--- config.mk ---
export PLATFORM = sky130hd
export DESIGN_NAME = reg_scoreboard
export DESIGN_NICKNAME = d
export VERILOG_FILES = /design/src/rtl/reg_scoreboard.sv
export SDC_FILE = /design/constraint.sdc
export NUM_CORES = 1
export LEC_CHECK = 0
export ABC_AREA = 1
export BUFFER_PORTS_ARGS = -buffer_cell sky130_fd_sc_hd__buf_2
export CAP_MARGIN = 20
export CORE_MARGIN = 2
export CORE_UTILIZATION = 53
export DETAILED_ROUTE_END_ITERATION = 7
export GPL_TIMING_DRIVEN = 0
export HOLD_SLACK_MARGIN = 0.1
export PLACE_DENSITY = 0.73
export SLEW_MARGIN = 20
export SYNTH_ARGS = -nofsm -noshare
export SYNTH_HDL_FRONTEND = slang
export SYNTH_SLANG_ARGS = --single-unit
--- constraint.sdc ---
create_clock -name Clk -period 5.5 [get_ports Clk]
set_input_delay 1.1 -clock Clk [delete_from_list [all_inputs] [get_ports Clk]]
set_output_delay 1.1 -clock Clk [all_outputs]
set_load 0.02 [all_outputs]
--- src/rtl/reg_scoreboard.sv ---
// reg_scoreboard: per-register pending-write counters that stall issue on
// read-after-write hazards or when the destination counter is saturated.
module reg_scoreboard #(
    parameter int CNT_W = 2
) (
    input  logic        Clk,
    input  logic        Clrn,
    input  logic        Issue,
    input  logic [4:0]  Rs,
    input  logic [4:0]  Rt,
    input  logic        UseRs,
    input  logic        UseRt,
    input  logic [4:0]  Rd,
    input  logic        WReg,
    input  logic        WbEn,
    input  logic [4:0]  WbRd,
    output logic        Stall,
    output logic [31:0] Busy,
    output logic        Err
);
    localparam logic [CNT_W-1:0] MAXC = {CNT_W{1'b1}};
    logic [CNT_W-1:0] r_cnt [32];
    logic             r_err;
    logic             w_haz_rs, w_haz_rt, w_sat, w_inc, w_dec, w_bad_wb;
    // Entry 0 is never incremented, so it stays zero and register 0 is never busy.
    assign w_haz_rs = UseRs && Rs != '0 && r_cnt[Rs] != '0;
    assign w_haz_rt = UseRt && Rt != '0 && r_cnt[Rt] != '0;
    assign w_sat    = WReg && Rd != '0 && r_cnt[Rd] == MAXC;
    assign Stall    = Issue && (w_haz_rs || w_haz_rt || w_sat);
    assign w_inc    = Issue && !Stall && WReg && Rd != '0;
    assign w_dec    = WbEn && WbRd != '0 && r_cnt[WbRd] != '0;
    assign w_bad_wb = WbEn && WbRd != '0 && r_cnt[WbRd] == '0;
    assign Err      = r_err;
    always_comb
        for (int i = 0; i < 32; i++) Busy[i] = r_cnt[i] != '0;
    always_ff @(posedge Clk or negedge Clrn) begin
        if (!Clrn) begin
            for (int i = 0; i < 32; i++) r_cnt[i] <= '0;
            r_err <= 1'b0;
        end else begin
            for (int i = 0; i < 32; i++) begin
                if (w_inc && Rd == 5'(i) && !(w_dec && WbRd == 5'(i)))
                    r_cnt[i] <= r_cnt[i] + CNT_W'(1);
                else if (w_dec && WbRd == 5'(i) && !(w_inc && Rd == 5'(i)))
                    r_cnt[i] <= r_cnt[i] - CNT_W'(1);
            end
            r_err <= r_err | w_bad_wb;
        end
    end
endmodule

==> metrics.txt <==
clock transition at the registers of the reported paths 0.08 ns; CP startpoint kind primary input; RSZ-0062 raised after global routing no; max_slew headroom 50.1%; mux cell area share after synthesis 0%; prevailing post-synth register cell dfrtp_1; Post-CTS Setup Bufs 0; Syn Nets 943; outcome finished, final reports clean; vias per cell ~5.4; Hold EP r_cnt[58]; dominant cells by area after synthesis dfrtp_1 (29%), nand2_1 (17%), nand3_1 (7.2%); starting density of the core 55.0%; worst endpoint required time around 4.4 ns; vias in the first global route 5383; Final Hold Viols 0; post-synthesis xor/xnor area fraction 9.52%; # setup viols final 0; die height approximately 110 um; CORE AREA 10400 um2; Final GP Congestion between 1 and 1.5; router iterations before antenna repair 6; fin nets 1011; r2r worst-path depth 16; layout filler cell count 1013; TritonCTS Buffers 9; area grow syn2layout 12.3%; average size of a mapped cell 6.46 um2; Final Power 2.69 mW; later-pin clock latency in the skew report 0.36 ns; register-to-register setup slack 2.46 ns; worst min-delay path category reg -> reg; Post-synth EDFFs 0; Post-Synthesis Cell Area 5710 um2; row count 37; I/O Pins a little over 60; top-count cell post-synth nand2_1; setup tns final 0 ns; first-pass GRT wire length 28.0 mm; Finished Core Util about three fifths; vias 5935; dpl ws 1.60 ns; largest area contributor in the netlist dfrtp_1; Worst Setup End Kind output pin; share of cells above drive strength 1 between 10% and 20%; antenna violation net count after detailed routing 0; Yosys warnings 0; Seq/Total Area, Yosys between 20% and 30%; Arr. time, crit path 2.84 ns; CTS Root Buffer Type clkbuf_8; Final Skew 0.0178 ns; Fmax 0.254 GHz; Peak VDD IR 0.265 mV; hold path startpoint r_cnt[58]; CTS tree yes; initial antenna violation count 0; measured slew at the worst slew-check pin 0.746 ns; post-route cell area 6410 um2; post-synthesis compound-gate area fraction 11.6%; number of max-cap violations 0; GRT Util Overall 31.9%; First DRT Iteration DRCs 711; Simple-Gate Fraction of Synth Area 32.8%; largest net degree at the start of global routing 46; CTS Hold Bufs 0; Power per Cell Area 420 nW/um2; total gr overflow 0; R2R Path Start r_cnt[40]; clock sinks 65; Seq cells post-synth 65; area share of the largest cell type after synthesis ~29%; Diodes inserted 0; top cells by count, synth nand2_1 (262), inv_1 (100), nor2_1 (99); Routed WL per cell about 17 um; PortBufs between 50 and 60; DP HPWL 14.1 mm; final period utilization just over 70%; largest family of logic cells by synthesized area simple AND/OR/NAND/NOR gates; CTS Buffer Depth 2; synth unique cells 30; final setup margin about 1.6 ns; CP max FO 10; Post-Synth Adder-Cell Area approximately 7%; fin. max-slew vios 0; Placed Area 6190 um2; DRC viols 0; Hold Crit Depth 1; cells after synthesis 884; H-tree depth 3; reg2reg end r_cnt[47]; Leak about 3.2 nW; fin crit period 3.94 ns; post-CTS sizing 0; die width 108 um; full die area 11600 um2; Crit Path Class in -> out; FFs w/ async S/R, synth between 90% and 100%; final WL around 18 mm
==> placed cells by master (no fill, tap or decap), types with 3 or more instances in the layout <==
cell type,n
buf_2,67
nor2_1,99
dfrtp_1,65
o22ai_1,7
buf_4,6
nor2_4,3
clkbuf_1,13
inv_2,8
o21ai_1,15
buf_6,4
ha_1,32
clkbuf_8,9
xor2_1,20
nand3_1,82
o21ai_0,60
a21oi_1,40
inv_1,100
xnor2_1,42
nand2_1,262
inv_6,3
==> routing by layer <==
metal  wire length, um  global-route usage, %
met5                 0                      0
met3              1560                   5.51
met1              7670                   43.8
met2              8130                   49.8
met4               684                   12.6
==> registers in the layout, summed over array words and instances (netlist names) <==
| register | cells |
|---|---|
| r_cnt | 64 |
| Err | 1 |
==> power breakdown <==
| part | internal, mW | switching (mW) |
|---|---|---|
| Clock | 0.260 | 0.220 |
| Combinational | 0.430 | 0.886 |
| Sequential | 0.695 | 0.201 |
| Total | 1.39 | 1.31 |
==> worst max-delay path, cell delays in order <==
cell and delay, ns:
buf_2 0.16, clkbuf_1 0.42, nand2_1 0.10, nand3_1 0.09, nand2_1 0.06, nand2_1 0.08
nand3_1 0.08, nand3_1 0.07, nand3_1 0.23, nand3_1 0.19, nand2_1 0.06, inv_1 0.04
buf_2 0.15
==> per-stage QoR <==
| stage | hold slack [ns] | cells |
|---|---|---|
| after CTS | 0.480 | 1093 |
| after floorplan | 0.446 | 884 |
| final | 0.480 | 1093 |
| after global routing | 0.506 | 1093 |
| after global placement | 0.459 | 1076 |
| after detailed placement | 0.467 | 1077 |
==> layout make-up <==
cell class / instances / area (um2) / share of cell area [%]
Multi-Input combinational cell: 675 / 3480 / 54.2
Clock buffer: 9 / 124 / 1.93
Tap cell: 136 / 170 / 2.65
Inverter: 110 / 413 / 6.44
Sequential cell: 65 / 1630 / 25.4
Timing Repair Buffer: 57 / 310 / 4.84
Clock inverter: 7 / 100 / 1.56
Buffer: 34 / 191 / 2.99
==> cells by family (layout without fill, tap and decap cells) <==
| family | after synthesis | after routing |
|---|---|---|
| AOI/OAI and AO/OA | 127 | 127 |
| xor gates and xnor gates | 62 | 62 |
| adders and majority gates | 32 | 32 |
| buffers and inverters | 144 | 217 |
| DFF | 65 | 65 |
| and+or+nand+nor | 454 | 454 |
==> worst max path at each step <==
stage / start / endpoint / slack [ns] / cells past startpoint
global placement: Rt[1] / Stall / 1.60 / 13
detailed placement: Rt[1] / Stall / 1.60 / 13
global route: Rt[1] / Stall / 1.40 / 13
floorplan: Rd[1] / Stall / 2.16 / 14
CTS: Rt[1] / Stall / 1.59 / 13
finish: Rt[1] / Stall / 1.56 / 13
Power figures use the tool's default switching activity.
